### src/rtl/control_unit.sv
// Instruction sequencer: fetch/decode of 16-bit instructions into the
// ALU/ACC/BR/memory control word, with jump resolution from ALU flags.
module control_unit #(
    parameter logic [7:0] RESET_PC = 8'h00
) (
    input  logic        clk,
    input  logic        rst_n,
    input  logic        run,
    input  logic [15:0] mem_rdata,
    input  logic [3:0]  alu_flags,
    output logic [15:0] control_signals,
    output logic [7:0]  mem_addr,
    output logic [7:0]  pc,
    output logic        halted
);

    typedef enum logic [2:0] {
        S_FETCH,
        S_DECODE,
        S_MEM,
        S_CLR,
        S_CLRWB,
        S_EXEC,
        S_WB,
        S_HALT
    } state_t;

    localparam logic [7:0] OP_STORE  = 8'h01;
    localparam logic [7:0] OP_LOAD   = 8'h02;
    localparam logic [7:0] OP_ADD    = 8'h03;
    localparam logic [7:0] OP_SUB    = 8'h04;
    localparam logic [7:0] OP_JMPGEZ = 8'h05;
    localparam logic [7:0] OP_JMP    = 8'h06;
    localparam logic [7:0] OP_HALT   = 8'h07;
    localparam logic [7:0] OP_MPY    = 8'h08;
    localparam logic [7:0] OP_AND    = 8'h09;
    localparam logic [7:0] OP_OR     = 8'h0A;
    localparam logic [7:0] OP_NOT    = 8'h0B;
    localparam logic [7:0] OP_SHR    = 8'h0C;
    localparam logic [7:0] OP_SHL    = 8'h0D;

    localparam logic [3:0] ALU_NONE = 4'd0;
    localparam logic [3:0] ALU_CLR  = 4'd1;
    localparam logic [3:0] ALU_ADD  = 4'd2;
    localparam logic [3:0] ALU_SUB  = 4'd3;
    localparam logic [3:0] ALU_MPY  = 4'd4;
    localparam logic [3:0] ALU_AND  = 4'd5;
    localparam logic [3:0] ALU_OR   = 4'd6;
    localparam logic [3:0] ALU_NOT  = 4'd7;
    localparam logic [3:0] ALU_SHL  = 4'd8;
    localparam logic [3:0] ALU_SHR  = 4'd9;

    localparam logic [15:0] CS_ACC_LD = 16'h0800;
    localparam logic [15:0] CS_BR_LD  = 16'h0400;
    localparam logic [15:0] CS_MEM_WE = 16'h0200;

    state_t      state;
    state_t      state_n;
    logic [15:0] ir;
    logic [15:0] ir_n;
    logic [7:0]  pc_n;
    logic [7:0]  opc;
    logic [7:0]  opx;
    logic [15:0] ctrl_n;
    logic [7:0]  addr_n;
    logic        unused_flags;

    assign opc = ir[15:8];
    assign opx = ir[7:0];

    // Only the sign flag steers control flow.
    assign unused_flags = ^alu_flags[3:1];

    function automatic logic [3:0] alu_code(input logic [7:0] op);
        logic [3:0] code;
        code = ALU_NONE;
        case (op)
            OP_LOAD: code = ALU_ADD;
            OP_ADD:  code = ALU_ADD;
            OP_SUB:  code = ALU_SUB;
            OP_MPY:  code = ALU_MPY;
            OP_AND:  code = ALU_AND;
            OP_OR:   code = ALU_OR;
            OP_NOT:  code = ALU_NOT;
            OP_SHL:  code = ALU_SHL;
            OP_SHR:  code = ALU_SHR;
            default: code = ALU_NONE;
        endcase
        return code;
    endfunction

    function automatic logic [15:0] ctrl_for(
        input state_t      s,
        input logic [15:0] i
    );
        logic [15:0] c;
        c = 16'h0000;
        unique case (s)
            S_MEM:   c = (i[15:8] == OP_STORE) ? CS_MEM_WE : CS_BR_LD;
            S_CLR:   c = {ALU_CLR, 12'h000};
            S_CLRWB: c = CS_ACC_LD;
            S_EXEC:  c = {alu_code(i[15:8]), 12'h000};
            S_WB:    c = CS_ACC_LD;
            default: c = 16'h0000;
        endcase
        return c;
    endfunction

    always_comb begin
        state_n = state;
        pc_n    = pc;
        ir_n    = ir;
        unique case (state)
            S_FETCH: begin
                if (run) begin
                    ir_n    = mem_rdata;
                    pc_n    = pc + 8'd1;
                    state_n = S_DECODE;
                end
            end
            S_DECODE: begin
                state_n = S_FETCH;
                case (opc)
                    OP_JMP: pc_n = opx;
                    OP_JMPGEZ: begin
                        if (!alu_flags[0]) pc_n = opx;
                    end
                    OP_HALT: state_n = S_HALT;
                    OP_NOT, OP_SHR, OP_SHL: state_n = S_EXEC;
                    OP_STORE, OP_LOAD, OP_ADD, OP_SUB,
                    OP_MPY, OP_AND, OP_OR: state_n = S_MEM;
                    default: state_n = S_FETCH;
                endcase
            end
            S_MEM: begin
                if (opc == OP_STORE)     state_n = S_FETCH;
                else if (opc == OP_LOAD) state_n = S_CLR;
                else                     state_n = S_EXEC;
            end
            S_CLR:   state_n = S_CLRWB;
            S_CLRWB: state_n = S_EXEC;
            S_EXEC:  state_n = S_WB;
            S_WB:    state_n = S_FETCH;
            S_HALT:  state_n = S_HALT;
            default: state_n = S_FETCH;
        endcase
    end

    // Outputs are registered from the next state so they never see inputs
    // combinationally.
    assign ctrl_n = ctrl_for(state_n, ir_n);
    assign addr_n = (state_n == S_MEM) ? ir_n[7:0] : pc_n;

    always_ff @(posedge clk or negedge rst_n) begin
        if (!rst_n) begin
            state           <= S_FETCH;
            pc              <= RESET_PC;
            ir              <= 16'h0000;
            control_signals <= 16'h0000;
            mem_addr        <= RESET_PC;
            halted          <= 1'b0;
        end else begin
            state           <= state_n;
            pc              <= pc_n;
            ir              <= ir_n;
            control_signals <= ctrl_n;
            mem_addr        <= addr_n;
            halted          <= (state_n == S_HALT);
        end
    end

endmodule
### config.mk
export PLATFORM = sky130hd
export DESIGN_NAME = control_unit
export DESIGN_NICKNAME = d
export VERILOG_FILES = /design/src/rtl/control_unit.sv
export SDC_FILE = /design/constraint.sdc
export NUM_CORES = 1
export LEC_CHECK = 0
export CAP_MARGIN = 20
export CORE_ASPECT_RATIO = 1.1
export CORE_MARGIN = 2
export CORE_UTILIZATION = 35
export CTS_BUF_LIST = sky130_fd_sc_hd__clkbuf_16
export DETAILED_ROUTE_END_ITERATION = 8
export GPL_TIMING_DRIVEN = 0
export RECOVER_POWER = 25
export SYNTH_ARGS = -nofsm -noshare
export SYNTH_HDL_FRONTEND = slang
export SYNTH_SLANG_ARGS = --single-unit
### constraint.sdc
create_clock -name clk -period 3.2 [get_ports clk]
set_input_delay 0.64 -clock clk [delete_from_list [all_inputs] [get_ports clk]]
set_output_delay 0.64 -clock clk [all_outputs]
set_load 0.02 [all_outputs]
# ---- Word-level counts from Yosys, hierarchy flattened
# Memories as Yosys holds them, arrays and structs flattened.
# Cells that the tools add are included.
dict set report op_classes {
  add_sub_neg 1
  eq_ne 27
  n_mux 15
  n_reduce_logical 5
}
# operator count
set op_table {}
lappend op_table {{one-hot mux 16 bit (4 select lines)} 1}
lappend op_table {{equality test 8 x 4 -> 1 bit (second input constant)} 6}
lappend op_table {{equality test 8 x 3 -> 1 bit (second input constant)} 4}
lappend op_table {{two-way mux 16 bit} 2}
lappend op_table {{one-hot mux 8 bit (2 select lines)} 2}
lappend op_table {{equality test 3 bit (second input constant)} 8}
lappend op_table {{two-way mux 8 bit} 3}
lappend op_table {{one-hot mux 3 bit (8 select lines)} 1}
lappend op_table {{equality test 8 x 1 -> 1 bit (second input constant)} 2}
lappend op_table {{equality test 8 x 2 -> 1 bit (second input constant)} 2}
lappend op_table {{equality test 3 x 2 -> 1 bit (second input constant)} 4}
lappend op_table {{two-way mux 11 bit} 1}
lappend op_table {{two-way mux 3 bit} 3}
lappend op_table {{one-hot mux 3 bit (3 select lines)} 1}
lappend op_table {{adder 8 x 1 -> 8 bit (second input constant)} 1}
lappend op_table {{OR reduction 7 bit} 1}
lappend op_table {{logical NOT 4 bit} 1}
lappend op_table {{two-way mux 4 bit} 1}
lappend op_table {{equality test 3 x 1 -> 1 bit (second input constant)} 1}
lappend op_table {{logical NOT 3 bit} 1}
lappend op_table {{OR reduction 3 bit} 1}
lappend op_table {{OR reduction 2 bit} 1}
dict set report word_totals {
  reg_bits 52
  mem_bits_ro 64
  in_bits 23
  output_inout_bits 33
  word_cells 55
  mem_count 1
}
# name words width rd rd_clocked_by_memory_dff write_ports line
set mem_list {}
lappend mem_list {{(name not given)} 16 4 1 0 0 77} ;# case (op)

# ---- Longest topological paths before layout
# Gate-level depths: netlist (run 1).
dict set report depth {
  ltp_word 7
  mapped_depth 8
  depth_no_buf 6
}

# ---- Least setup slack after synthesis (run 1)
# OpenSTA, ideal clock, no wires.
dict set report synth_path {
  kind {register to register}
  startpoint {register ir[12]}
  endpoint {register mem_addr[0]}
  setup_time_ps 125
  t_arrival_ps 2093
  path_slack_ps 982
  path_stages_with_launch 8
  cell_sequence {dfrtp_1 or4_4 nor3_4 nand3b_1 a211oi_2 and3_1 buf_6 mux2_4}
}
dict set report synth_via {
  elab_chain_len 6
}
# element line
set synth_rtl {}
lappend synth_rtl {{start: declaration} 59} ;# logic [15:0] ir;
lappend synth_rtl {{start signal: assignment} 165} ;# ir <= ir_n;
lappend synth_rtl {{equality test 8 x 1 -> 1 bit, or another cell as far along} {123, 136}}
lappend synth_rtl {{OR reduction 7 bit, or another cell as far along} 123} ;# case (opc)
lappend synth_rtl {{one-hot mux 3 bit (3 select lines) or two-way mux 3 bit (tied branches)} {123, 136}}
lappend synth_rtl {{one-hot mux 3 bit (8 select lines)} 113} ;# unique case (state)
lappend synth_rtl {{equality test 3 x 2 -> 1 bit} 152} ;# assign addr_n = (state_n == S_MEM) ? ir_n[7:0] : pc_n;
lappend synth_rtl {{two-way mux 8 bit (*)} 152}
lappend synth_rtl {{net addr_n[0]} 65} ;# logic [7:0] addr_n;
lappend synth_rtl {{end signal: assignment} 167} ;# mem_addr <= addr_n;
lappend synth_rtl {{end: declaration} 12} ;# output logic [7:0] mem_addr,
# The timed path passes the listed nets; every way through them passes the cells marked *.

# ---- Final worst setup path (run 1)
dict set report layout_path {
  startpoint {input port run}
  endpoint {register control_signals[12]}
}
dict set report layout_via {
  elab_chain_len 5
}
# element line
set layout_rtl {}
lappend layout_rtl {{start: declaration} 8} ;# input logic run,
lappend layout_rtl {{two-way mux 16 bit or two-way mux 3 bit (tied branches)} 115} ;# if (run) begin
lappend layout_rtl {{two-way mux 16 bit or one-hot mux 3 bit (8 select lines) (tied branches)} 113}
lappend layout_rtl {{memory read (16 x 4 bit), or another cell as far along} n/a}
lappend layout_rtl {{two-way mux 4 bit or OR reduction 2 bit (tied branches)} n/a}
lappend layout_rtl {{one-hot mux 16 bit (4 select lines) (*)} 98} ;# unique case (s)
lappend layout_rtl {{net ctrl_n[12]} 64} ;# logic [15:0] ctrl_n;
lappend layout_rtl {{end signal: assignment} 166} ;# control_signals <= ctrl_n;
lappend layout_rtl {{end: declaration} 11} ;# output logic [15:0] control_signals,
# Marked as above.

==> results of run 1 <==
[cell usage in the layout, fill, tap and decap left out, drive strengths merged, types with 4 or more instances in the layout]
cell type | netlist | final
nand3 | 5 | 5
dfrtp | 43 | 43
conb | 1 | 9
a21oi | 11 | 11
a211oi | 4 | 4
nor4 | 4 | 4
buf | 16 | 16
mux2 | 20 | 20
nor2 | 22 | 22
clkdlybuf4s50 | 0 | 42
nand4 | 4 | 4
clkbuf | 4 | 11
nor3 | 6 | 6
and2 | 4 | 4
nand2 | 12 | 12
o21ai | 5 | 5
inv | 7 | 8
[metal layers]
metal,global-route usage (%),part of all wire (%),routed length [um],vias to the layer above
met5,0,0,0,-
met4,4.55,0.25,12,0
met3,2.90,4.3,207,2
met2,22.3,48,2300,40
met1,20.1,47,2240,808
li1,-,-,-,831
[critical path, delay by kind of cell]
| kind | cells | cell delay (ps) |
|---|---|---|
| simple gates | 2 | 650 |
| buf+inv | 2 | 980 |
| compound gates | 2 | 270 |
| mux | 1 | 370 |
[final cells by class]
type | instances | area, um^2
Tap cell | 80 | 100
Inverter | 7 | 26.3
Buffer | 20 | 130
Clock inverter | 3 | 16.3
Sequential cell | 43 | 1080
Timing Repair Buffer | 44 | 428
Clock buffer | 5 | 125
Fill cell | 588 | 3220
Multi-Input combinational cell | 145 | 1000
[registers in the layout, indices dropped and copies added (netlist names)]
register / count
pc: 8
control_signals: 7
mem_addr: 8
ir: 16
state: 3
halted: 1
[final timing paths]
check	slack, ps	start	to
min in group asynchronous	550	rst_n	mem_addr[6]
min	520	ir[0]	ir[0]
max reg2reg	740	ir[12]	mem_addr[5]
max in group asynchronous	960	rst_n	control_signals[9]
min reg2reg	520	ir[0]	ir[0]
max	440	run	control_signals[12]
[report_power, final]
part           total, mW  switching [mW]  internal (mW)
logic               1.25           0.644          0.608
clock network      0.484           0.199          0.284
registers          0.915           0.150          0.765
[kinds of logic after synthesis]
group,share of synthesized area [%]
and+or+nand+nor,18.7
DFF,48.9
AOI/OAI and AO/OA,11.2
buffers and inverters,7.10
muxes,12.2
xor gates and xnor gates,1.19
adders and majority gates,0.568
other,0.170
[per-stage QoR]
| step | cells | instance area (um^2) | hold slack (ps) | worst slack, ps |
|---|---|---|---|---|
| floorplan | 215 | 2230 | 344 | 982 |
| detailed placement | 339 | 2790 | 509 | 96.0 |
| global placement | 338 | 2760 | 496 | 105 |
| finish | 347 | 2900 | 519 | 444 |
| CTS | 347 | 2930 | 347 | 392 |
| global route | 347 | 2900 | 530 | 242 |
==> summary.txt, run 1 <==
initial antenna violation count: 0
RSZ-0062 raised after global routing: false
mean post-synth cell area: 10.6 um^2
Clock transition at path regs: 60 ps
DP Wirelength: 3610 um
Clock Skew: 5.07 ps
share of the synthesized area in the top cell type: 48.9%
DRT Wirelength: 4760 um
Gate Count Post-Synth: 207
Boundary Pins: 56
vias: 1,681
hold depth: 1
crit path max fanout: 10
Slew HR: 18.3%
power density over cell area: 913 nW/um^2
DR vias/cell: 4.84
wire per inst: 13.7 um
element type at the critical path end: flop
hold_buf cts: 0
clock buffer count from CTS: 5
grt total ovfl: 0
Final period util: 86.1%
P_leak: 1.25 nW
worst path arrival time: 2910 ps
Cell variety after synth: 47
Die Y: 87.2 um
maximum clock frequency: 363 MHz
Die Footprint: 6940 um^2
Period minus WS final: 2760 ps
max-cap violations: 0
Pwr Total: 2.65 mW
Post-synth EDFFs: 0
asr flop ratio synth: 100%
post-CTS sizing: 0
H-tree depth: 2
DRC Markers: 0
initial drt markers: 102
Worst VDD drop: 0.443 mV
Syn. warnings: 0
Final setup viols: 0
outcome: complete, no violations
crit-path cells: clkdlybuf4s50_1 > nor4b_4 > buf_2 > mux2i_1 > nor2_1 > a21oi_1 > o21bai_1
Total GRT Usage: 14.3%
row cnt: 30
startpoint types: input port
First-pass DRT Iterations: 4
cell taking the most area after synthesis: dfrtp_1
first-pass GRT wire length: 7710 um
vias in the first global route: 1,571
most common cell in the netlist: dfrtp_1
CP peak stage delay: 580 ps
register area share after synthesis: 48.9%
GP Congestion: 0.799
post-route ant nets: 0
largest net degree at the start of global routing: 24
Min-Delay Path Class: reg -> reg
FF-to-FF path depth: 7
critical path data required time: 3350 ps
top area cells in the synthesized netlist: dfrtp_1, mux2_2, mux2_4
Main synth FF type: dfrtp_1
Setup CP Type: in -> reg
Clock Path Buffers: 2
Synth Cell Area: 2200 um^2
Area growth syn-to-layout: 31.8%
Post-synth top cells: dfrtp_1, nor2_1, mux2_2
CTS sink count: 43
TritonCTS clock tree: yes
Core ar.: 6120 um^2
worst slew pin tran: 1220 ps
layout cells sized above 1: 18.7%
#FFs+latches synth: 43
Slew Limit Fails: 0
Post-CTS Setup Repair Bufs: 0
effective utilization at floorplan: 36.0%
Slowest-stage cell, CP: clkdlybuf4s50_1
PortBufs: 43
final hold vios: 0
diode count: 0
worst-skew pair later-pin latency: 280 ps
utilization after layout: 47.4%
Nets: 290
setup_tns: 0 ps
Die X: 79.6 um
clk root buf: clkbuf_16
(Power assumes the default switching activity.)
==> inputs of run 2 (changes only) <==
--- a/config.mk
+++ b/config.mk
@@ -13,6 +13,7 @@
 export DETAILED_ROUTE_END_ITERATION = 8
 export GPL_TIMING_DRIVEN = 0
 export RECOVER_POWER = 25
+export SETUP_SLACK_MARGIN = 0.02
 export SYNTH_ARGS = -nofsm -noshare
 export SYNTH_HDL_FRONTEND = slang
 export SYNTH_SLANG_ARGS = --single-unit
==> results of run 2 <==
No change in the layout: final DEF, timing and power equal those of run 1.
==> inputs of run 3 (changes only) <==
--- a/config.mk
+++ b/config.mk
@@ -12,6 +12,7 @@
 export CTS_BUF_LIST = sky130_fd_sc_hd__clkbuf_16
 export DETAILED_ROUTE_END_ITERATION = 8
 export GPL_TIMING_DRIVEN = 0
+export PLACE_DENSITY_LB_ADDON = 0.05
 export RECOVER_POWER = 25
 export SETUP_SLACK_MARGIN = 0.02
 export SYNTH_ARGS = -nofsm -noshare
==> summary.txt, run 3 (synthesized netlist as in run 1, its figures left out) <==
outcome: finished with violations
failing checks: capacitance limit, slew limit
CP peak stage delay: 580 ps (about the same)
area occupied by multi-input gates: 1000 um^2 (unchanged)
DRT Wirelength: 4890 um (+2.8%)
critical path data required time: 3420 ps (+70 ps)
element type at the critical path end: flop
max-cap violations: 1 (+1)
Post-CTS Setup Repair Bufs: 0 (unchanged)
Slew Limit Fails: 31 (+31)
Die Y: 87.2 um (unchanged)
Die Footprint: 6940 um^2 (unchanged)
P_leak: 1.25 nW (unchanged)
grt total ovfl: 0 (unchanged)
crit-path cells: clkdlybuf4s50_1 > nor4b_4 > buf_2 > nand2_1 > o21ai_0 > nor4b_1 > and2_1
Nets: 290 (unchanged)
PortBufs: 43 (unchanged)
initial antenna violation count: 0 (unchanged)
commonest non-fill, non-tap cell in the layout: dfrtp_1
Net Switching: 1.00 mW (+0.96%)
Min-Delay Path Class: in -> async
post-CTS sizing: 0 (unchanged)
Worst VDD drop: 0.304 mV (-31%)
FILL cells: 588 (unchanged)
Slew HR: -5.62% (-24 points)
non-filler cells, final: 347 (unchanged)
WHS: 393 ps (-126 ps)
Crit path max-delay family: simple AND/OR/NAND/NOR gates
maximum clock frequency: 342 MHz (-5.6%)
Combinational Power Share: 47.3% (about the same)
Clock transition at path regs: 60 ps (about the same)
Core ar.: 6120 um^2 (unchanged)
final hold vios: 0 (unchanged)
TritonCTS clock tree: yes
Setup CP Type: in -> reg
hold_buf cts: 0 (unchanged)
largest net degree at the start of global routing: 31 (+29%)
worst-skew pair later-pin latency: 280 ps (about the same)
utilization after layout: 47.4% (unchanged)
diode count: 0 (unchanged)
register area: 1080 um^2 (unchanged)
Sw Ratio: 37.7% (+0.21 points)
CTS sink count: 43 (unchanged)
Final setup viols: 0 (unchanged)
clock buffer count from CTS: 5 (unchanged)
DRC Markers: 0 (unchanged)
First-pass DRT Iterations: 4 (unchanged)
power density over cell area: 917 nW/um^2 (+0.39%)
Inst Count DP: 339 (unchanged)
Die X: 79.6 um (unchanged)
crit path max fanout: 10 (unchanged)
vias: 1,676 (-0.30%)
Worst Path Buf+Inv: 2 (unchanged)
clk root buf: clkbuf_16
Area growth syn-to-layout: 31.8% (unchanged)
DR vias/cell: 4.83 (-0.30%)
post-route ant nets: 0 (unchanged)
Pwr Total: 2.66 mW (+0.39%)
Flop pwr share: 34.3% (-0.2 points)
initial drt markers: 106 (+3.9%)
Boundary Pins: 56 (unchanged)
H-tree depth: 2 (unchanged)
worst path arrival time: 3150 ps (+240 ps)
most frequent cells in the layout: dfrtp_1, clkdlybuf4s50_1, nor2_1
row cnt: 30 (unchanged)
worst slew pin tran: 1580 ps (+359 ps)
vias in the first global route: 1,661 (+5.7%)
cell-internal power: 1.66 mW (about the same)
layout cells sized above 1: 18.7% (unchanged)
Clock power frac: 18.4% (about the same)
Clock Path Buffers: 2 (unchanged)
Largest regs: ir: 16 flops, mem_addr: 8 flops, pc: 8 flops
RSZ-0062 raised after global routing: false
DP Wirelength: 3620 um (+0.42%)
Total GRT Usage: 15.8% (+1.5 points)
wire per inst: 14.1 um (+2.8%)
first-pass GRT wire length: 8410 um (+9.1%)
Period minus WS final: 2920 ps (+165 ps)
GP Congestion: 0.797 (-0.29%)
setup_tns: 0 ps (unchanged)
Clock Skew: 6.38 ps (+1.31 ps)
Final period util: 91.3% (+5.1 points)
Reg with most FFs: ir
startpoint types: input port
effective utilization at floorplan: 36.0% (unchanged)
Slowest-stage cell, CP: clkdlybuf4s50_1
max reg flops: 16 (unchanged)
-- run 3: cell counts in the layout (fill, tap and decap cells not counted) --
No cell type changed its count.
-- run 3: metrics by stage --
step	area, um^2	setup WS, ps
finish	2900	279
global route	2900	63.4
floorplan	2230	982
global placement	2760	-103
CTS	2920	207
detailed placement	2780	-76.7
-- run 3: layout make-up --
class	instances	share of cell area, %
buffer	20	4.48
clock buffer	5	4.31
clock inverter	3	0.561
inverter	7	0.906
multi-input combinational	145	34.5
sequential	43	37.1
tap	80	3.45
timing repair buffer	44	14.7
-- run 3: power by group through the flow --
stage	registers [mW]	logic [mW]	clock network (mW)
floorplan	1.01	0.760	0
global placement	0.922	1.26	0
detailed placement	0.925	1.26	0
CTS	0.915	1.27	0.502
global route	0.941	1.39	0.537
finish	0.912	1.26	0.490
-- run 3: final timing paths --
kind                       startpoint            endpoint  slack [ps]  cells past startpoint
max in group asynchronous       rst_n         mem_addr[0]         900                      2
min                             rst_n              ir[11]         390                      1
max reg2reg                  state[1]  control_signals[9]         600                      7
min in group clk                ir[0]               ir[0]         530                      1
max                               run  control_signals[9]         280                      7
min reg2reg                     ir[0]               ir[0]         530                      1
-- run 3: layer usage --
metal	up-vias	GRT usage (%)	routed length [um]
met2	31	24.4	2300
met1	805	21.9	2330
met5	-	0	0
met3	6	3.84	198
met4	0	5.17	65
li1	834	-	-
-- run 3: worst reg2reg max path, delay by kind of cell (launching register included) --
family,cells,cell delay [ps]
simple gates,4,1450
buf+inv,2,610
flops,1,350
compound gates,1,130
